--- config.mk ---
export PLATFORM = sky130hd
export DESIGN_NAME = fwft_fifo_param
export DESIGN_NICKNAME = d
export VERILOG_FILES = /design/src/rtl/fifo_pkg.sv /design/src/rtl/fifo_sdp_ram.sv /design/src/rtl/fwft_fifo_param.sv
export SDC_FILE = /design/constraint.sdc
export NUM_CORES = 1
export LEC_CHECK = 0
export ABC_CLOCK_PERIOD_IN_PS = 29600
export CORE_ASPECT_RATIO = 1.2
export CORE_MARGIN = 2
export CORE_UTILIZATION = 37
export DETAILED_ROUTE_END_ITERATION = 6
export GPL_TIMING_DRIVEN = 0
export SETUP_SLACK_MARGIN = 0.15
export SLEW_MARGIN = 10
export SYNTH_ARGS = -nofsm -noshare
export SYNTH_HDL_FRONTEND = slang
export SYNTH_SLANG_ARGS = --single-unit
--- constraint.sdc ---
create_clock -name i_clk -period 29.6 [get_ports i_clk]
set_input_delay 8.88 -clock i_clk [delete_from_list [all_inputs] [get_ports i_clk]]
set_output_delay 8.88 -clock i_clk [all_outputs]
set_load 0.005 [all_outputs]
--- src/rtl/fifo_pkg.sv ---
// Shared definitions for the parametrised FWFT FIFO.
//   DEFAULT_DATA_WIDTH / DEFAULT_DEPTH : defaults matching the legacy
//                                        362-bit, 4-deep stage buffer.
//   log2_ceil : constant function used to derive ADDR_WIDTH.
//   is_pow2   : depth legality check evaluated at elaboration time.
package fifo_pkg;

  localparam int DEFAULT_DATA_WIDTH = 362;
  localparam int DEFAULT_DEPTH      = 4;

  function automatic int log2_ceil(input int value);
    int result;
    result = 0;
    for (int i = 0; i < 31; i++) begin
      if ((1 << i) < value) result = i + 1;
    end
    return result;
  endfunction

  // Storage depth must be a power of two (pointer wrap relies on it) and
  // at least 2 so that ADDR_WIDTH is non-zero.
  function automatic bit is_pow2(input int value);
    return (value >= 2) && ((value & (value - 1)) == 0);
  endfunction

endpackage

--- src/rtl/fifo_sdp_ram.sv ---
// Simple dual-port storage: registered write port, asynchronous read port.
// Asynchronous read lets the prefetch load the head register in the same
// cycle it advances the read pointer; maps onto distributed RAM.
//   i_clk    : write clock
//   i_w_en   : write strobe
//   i_w_addr : write address
//   i_w_data : write data
//   i_r_addr : read address
//   o_r_data : read data (combinational from i_r_addr)
module fifo_sdp_ram
  import fifo_pkg::*;
#(
  parameter int DATA_WIDTH = DEFAULT_DATA_WIDTH,
  parameter int DEPTH      = DEFAULT_DEPTH,
  parameter int ADDR_WIDTH = log2_ceil(DEPTH)
) (
  input  logic                  i_clk,
  input  logic                  i_w_en,
  input  logic [ADDR_WIDTH-1:0] i_w_addr,
  input  logic [DATA_WIDTH-1:0] i_w_data,
  input  logic [ADDR_WIDTH-1:0] i_r_addr,
  output logic [DATA_WIDTH-1:0] o_r_data
);

  // Contents are deliberately not reset.
  logic [DATA_WIDTH-1:0] mem [DEPTH];

  always_ff @(posedge i_clk) begin
    if (i_w_en) mem[i_w_addr] <= i_w_data;
  end

  assign o_r_data = mem[i_r_addr];

endmodule

--- src/rtl/fwft_fifo_param.sv ---
// First-word-fall-through synchronous FIFO between core pipeline stages.
// Storage RAM of DEPTH entries plus one output (head) register, so the
// total capacity is DEPTH+1. The head entry is presented on o_data while
// o_buf_empty is low; i_r_en pops it.
//   i_clk, i_rst_n      : clock, asynchronous active-low reset
//   i_w_en, i_data      : write request and data
//   i_r_en              : pop head entry
//   i_flush             : synchronous clear of contents and error flags
//   i_clr_err           : clear sticky error flags
//   o_data              : head entry, zero when empty
//   o_buf_empty         : no valid head entry
//   o_buf_full          : RAM holds DEPTH entries
//   o_buf_almost_full   : RAM occupancy >= DEPTH-AF_MARGIN
//   o_buf_almost_empty  : total count <= AE_MARGIN
//   o_count             : RAM occupancy + head valid
//   o_overflow          : sticky, write attempted while full
//   o_underflow         : sticky, read attempted while empty
module fwft_fifo_param
  import fifo_pkg::*;
#(
  parameter int DATA_WIDTH = DEFAULT_DATA_WIDTH,
  parameter int DEPTH      = DEFAULT_DEPTH,
  parameter int ADDR_WIDTH = log2_ceil(DEPTH),
  parameter int AF_MARGIN  = 1,
  parameter int AE_MARGIN  = 1
) (
  input  logic                  i_clk,
  input  logic                  i_rst_n,
  input  logic                  i_w_en,
  input  logic [DATA_WIDTH-1:0] i_data,
  input  logic                  i_r_en,
  input  logic                  i_flush,
  input  logic                  i_clr_err,
  output logic [DATA_WIDTH-1:0] o_data,
  output logic                  o_buf_empty,
  output logic                  o_buf_full,
  output logic                  o_buf_almost_full,
  output logic                  o_buf_almost_empty,
  output logic [ADDR_WIDTH:0]   o_count,
  output logic                  o_overflow,
  output logic                  o_underflow
);

  if (!is_pow2(DEPTH) || (ADDR_WIDTH != log2_ceil(DEPTH))) begin : g_bad_cfg
    $error("fwft_fifo_param: DEPTH must be a power of two >= 2 and ADDR_WIDTH = log2(DEPTH)");
  end

  localparam logic [ADDR_WIDTH:0] FULL_LEVEL = (ADDR_WIDTH+1)'(DEPTH);
  localparam logic [ADDR_WIDTH:0] AF_LEVEL   = (ADDR_WIDTH+1)'(DEPTH - AF_MARGIN);
  localparam logic [ADDR_WIDTH:0] AE_LEVEL   = (ADDR_WIDTH+1)'(AE_MARGIN);

  // Pointers carry one extra wrap bit so full and empty are distinguishable.
  logic [ADDR_WIDTH:0]   wr_ptr;
  logic [ADDR_WIDTH:0]   rd_ptr;
  logic [ADDR_WIDTH:0]   ram_occ;
  logic                  ram_empty;
  logic                  ram_full;
  logic                  wr_accept;
  logic                  prefetch;
  logic                  ovf_event;
  logic                  unf_event;
  logic [DATA_WIDTH-1:0] ram_rd_data;
  logic [DATA_WIDTH-1:0] head_data_p1;
  logic                  vld_p1;
  logic                  overflow;
  logic                  underflow;

  // Stage 0: RAM occupancy, acceptance and prefetch decisions.
  assign ram_occ   = wr_ptr - rd_ptr;
  assign ram_empty = (ram_occ == '0);
  assign ram_full  = (ram_occ == FULL_LEVEL);

  // Full is judged on the RAM alone: a prefetch in the same cycle does not
  // make room for a write presented in that cycle.
  assign wr_accept = i_w_en && !ram_full && !i_flush;
  assign prefetch  = !ram_empty && (!vld_p1 || i_r_en) && !i_flush;
  assign ovf_event = i_w_en && ram_full;
  assign unf_event = i_r_en && !vld_p1;

  fifo_sdp_ram #(
    .DATA_WIDTH (DATA_WIDTH),
    .DEPTH      (DEPTH),
    .ADDR_WIDTH (ADDR_WIDTH)
  ) u_ram (
    .i_clk    (i_clk),
    .i_w_en   (wr_accept),
    .i_w_addr (wr_ptr[ADDR_WIDTH-1:0]),
    .i_w_data (i_data),
    .i_r_addr (rd_ptr[ADDR_WIDTH-1:0]),
    .o_r_data (ram_rd_data)
  );

  always_ff @(posedge i_clk or negedge i_rst_n) begin
    if (!i_rst_n) begin
      wr_ptr    <= '0;
      rd_ptr    <= '0;
      vld_p1    <= 1'b0;
      overflow  <= 1'b0;
      underflow <= 1'b0;
    end else if (i_flush) begin
      wr_ptr    <= '0;
      rd_ptr    <= '0;
      vld_p1    <= 1'b0;
      overflow  <= 1'b0;
      underflow <= 1'b0;
    end else begin
      if (wr_accept) wr_ptr <= wr_ptr + 1'b1;
      if (prefetch) begin
        rd_ptr <= rd_ptr + 1'b1;
        vld_p1 <= 1'b1;
      end else if (i_r_en) begin
        vld_p1 <= 1'b0;
      end
      // A new error event wins over a same-cycle clear.
      overflow  <= ovf_event || (overflow  && !i_clr_err);
      underflow <= unf_event || (underflow && !i_clr_err);
    end
  end

  // Stage 1: head register; qualified by vld_p1 so it needs no reset.
  always_ff @(posedge i_clk) begin
    if (prefetch) head_data_p1 <= ram_rd_data;
  end

  assign o_data             = vld_p1 ? head_data_p1 : '0;
  assign o_buf_empty        = !vld_p1;
  assign o_buf_full         = ram_full;
  assign o_buf_almost_full  = (ram_occ >= AF_LEVEL);
  assign o_count            = ram_occ + {{ADDR_WIDTH{1'b0}}, vld_p1};
  assign o_buf_almost_empty = (o_count <= AE_LEVEL);
  assign o_overflow         = overflow;
  assign o_underflow        = underflow;

endmodule

==> impl_results.md <==
* Die Span Y at 468 um
* Slew margin rel. at 36.5%
* Crit path cell chain: buf_2 > buf_2 > inv_1 > fa_1 > xor3_2 > xnor2_1 > clkdlybuf4s50_1
* Vias in the first global route at 32500
* H-tree Lvls at 4
* Lkg Pwr at 27.2 nW
* Io pins at 739
* First-pass GRT wire length at 226 mm
* Via count at 30700
* Crit-path max FO at 10
* Worst hold path endpoint: o_underflow
* Setup Buffers After CTS at 0
* Fmax at 75.2 MHz
* Via-per-instance ratio at 4.88
* Clock Root Buffer: clkbuf_16
* Tightest Pin Transition at 0.952 ns
* Internal power at 5.76 mW
* CTS tree: yes
* Crit Path Class: reg2out
* CTS-repair resized insts at 0
* Worst R2R End: u_ram.mem[3][259]
* Final ANT Viol Nets at 0
* Critical Path End Type: output pin
* Period utilisation layout at 44.9%
* Dpl ws at 16.97 ns
* Worst-case vdd ir drop at 0.0000620 V
* Die span in x at 390 um
* Sw Pwr at 2.10 mW
* Fraction of layout cells with a size suffix above 1 at 21.4%
* Worst r2r src: rd_ptr[1]
* Mapped cell area at 66300 um^2
* Most common cell after layout, fill and taps aside: edfxtp_1
* Sw Ratio at 26.8%
* Reg power frac at 44.5%
* Worst path required time at 20.72 ns
* Post-DP HPWL at 112 mm
* Combinational share of power at 27.4%
* GRT Util Overall at 17.1%
* Clock transition at the registers of the reported paths at 0.06 ns
* Layout fillers at 14600
* Slowest CP cell: dfrtp_1
* Number of synthesized register bits at 1819
* Status: complete, no violations
* Total congestion overflow at 0
* WHS Path Cells at 2
* Setup slack after layout at 16.30 ns
* Count of final setup violators at 0
* Crit-path max cell delay at 0.70 ns
* Register-to-Register Path Depth at 16
* Final Hold Viols at 0
* DRC at 0
* Post-Syn Nets at 3103
* Hold_buf cts at 0
* Hold Crit Start: o_underflow
* Cell mode on critical path: buf_2
* Pwr Total at 7.87 mW
* Largest net degree at the start of global routing at 26
* Setup crit start kind: flip-flop
* Clk_lat worst skew at 0.81 ns
* Gp weighted congestion at 0.725
* Syn_area_per_cell at 24.3 um^2
* Synth warn at 0
* Final slew viol count at 0
* DRT iter0 DRCs at 1740
* Port Buffer Count at 737
* Flop-to-flop setup slack at 23.93 ns
* Worst Skew at 0.0282 ns
* TritonRoute pass-1 iters at 5
* WP buf/inv at 4
* Register area share after synthesis at 82.4%
* Distinct cell type count after synthesis at 34
* Final net count at 4183
* Initial antenna violation count at 50
* Most frequent cells in the layout: edfxtp_1, clkdlybuf4s50_1, mux4_2, and2_1, clkbuf_16
* Post-DR wirelength/cell at 24.9 um
* Clock power frac at 28.0%
* Worst Hold Class: reg2reg
* Fin crit period at 13.30 ns
* Maximum root-to-sink buffer count at 3
* Standard-cell row count at 170
* Max Cap Viol at 0
* Area grow syn2layout at 28.6%
* TritonCTS Sinks at 1819
* CORE AREA at 178000 um^2
* Initial Util at 37.1%
* PwrDens at 92.4 nW/um^2
* Routed WL at 157 mm
* Top delay family on crit path: buffers and inverters
* Synth Instances at 2726
* Area of the die at 182000 um^2
* TritonCTS buffer count at 183
* Final TNS setup at 0 ns
* RSZ-0062 raised after global routing: no
* Data arrival, critical path at 4.42 ns
-- through the flow --
step / cell area [um^2] / cells / util (%) / hold WS, ns
after floorplan: 66300 / 2726 / - / 0.502
after global placement: 76600 / 5785 / 42.9 / 0.501
after detailed placement: 79400 / 5943 / 44.5 / 0.520
after CTS: 85100 / 6278 / 47.7 / 0.533
after global routing: 85100 / 6280 / 47.7 / 0.591
final: 85200 / 6290 / 47.7 / 0.524
-- area by class of cell --
| type | count | area (um^2) | area share, % |
|---|---|---|---|
| Sequential cell | 1819 | 54600 | 64.1 |
| Multi-Input combinational cell | 776 | 10900 | 12.8 |
| Timing Repair Buffer | 895 | 10200 | 12.0 |
| Clock buffer | 235 | 4880 | 5.73 |
| Tap cell | 2322 | 2910 | 3.41 |
| Clock inverter | 100 | 863 | 1.01 |
| Buffer | 124 | 774 | 0.909 |
| Antenna cell | 12 | 30.0 | 0.0353 |
| Inverter | 7 | 26.3 | 0.0308 |
-- per-layer routing --
| layer | track usage [%] | vias up | part of all wire [%] |
|---|---|---|---|
| li1 | - | 13400 | - |
| met1 | 21.4 | 16000 | 40 |
| met2 | 27.6 | 919 | 48 |
| met3 | 7.15 | 250 | 10 |
| met4 | 4.38 | 72 | 1.9 |
| met5 | 0 | - | 0.31 |
-- synth_stat cells --
master / instances / area, um^2
edfxtp_1: 1810 / 54400
and2_1: 362 / 2260
mux4_2: 362 / 8150
clkbuf_1: 48 / 180
buf_6: 33 / 372
buf_2: 21 / 105
buf_1: 13 / 48.8
dfrtp_1: 9 / 225
buf_4: 8 / 60.1
ha_1: 8 / 100
nor2_1: 8 / 30.0
inv_1: 7 / 26.3
nand2b_1: 6 / 37.5
nor2b_1: 4 / 25.0
nor3b_1: 4 / 30.0
mux2_2: 3 / 33.8
a21oi_1: 2 / 10.0
mux2i_1: 2 / 20.0
a21boi_2: 1 / 11.3
a21boi_4: 1 / 18.8
a21o_1: 1 / 7.51
a22oi_1: 1 / 7.51
a311oi_1: 1 / 8.76
a31oi_1: 1 / 6.26
a32oi_1: 1 / 8.76
clkbuf_2: 1 / 5.00
fa_1: 1 / 20.0
mux2_1: 1 / 11.3
nand2_1: 1 / 3.75
o21ai_1: 1 / 5.00
xnor2_1: 1 / 8.76
xnor3_1: 1 / 22.5
xor2_1: 1 / 8.76
xor3_2: 1 / 25.0
-- kinds of logic after synthesis --
logic type,count (synthesis),synth area share (%)
AO/OA/AOI/OAI,10,0.127
XOR/XNOR,4,0.0982
AND/OR/NAND/NOR,385,3.61
flip-flops,1819,82.4
buffers and inverters,131,1.20
multiplexers,368,12.4
adder cells (fa/ha/maj),9,0.181
-- worst register-to-register path, cell delays in order, from the launching register on --
cell,delay (ns)
dfrtp_1,0.70
buf_2,0.57
buf_2,0.41
inv_1,0.11
fa_1,0.50
xor3_2,0.53
o21ai_1,0.32
nor3b_4,0.55
buf_8,0.23
buf_8,0.17
buf_8,0.16
buf_8,0.16
buf_8,0.18
buf_8,0.20
buf_6,0.18
buf_8,0.19
buf_8,0.21
-- worst max-delay path by stage --
stage	from	endpoint	slack (ns)	cells past startpoint
5_1_grt	rd_ptr[1]	o_count[2]	16.05	7
3_5_place_dp	rd_ptr[1]	o_count[2]	16.97	7
3_3_place_gp	i_r_en	head_data_p1[253]	-11.95	4
4_1_cts	rd_ptr[1]	o_count[2]	16.06	7
2_1_floorplan	i_flush	head_data_p1[0]	3.41	3
6_report	rd_ptr[1]	o_count[2]	16.30	7
-- registers in the layout (all words and copies together), names as in the netlist --
| register | cells |
|---|---|
| u_ram.mem | 1448 |
| head_data_p1 | 362 |
| rd_ptr | 3 |
| wr_ptr | 3 |
| o_overflow | 1 |
| o_underflow | 1 |
| vld_p1 | 1 |
-- power groups by stage --
stage	combinational (mW)	clock, mW	sequential, mW
after floorplan	1.06	0	3.77
after global placement	2.01	0	4.07
after detailed placement	2.22	0	3.56
after CTS	2.23	2.27	3.51
after global routing	2.33	2.37	3.54
final	2.16	2.21	3.50
(Power assumes the default switching activity.)
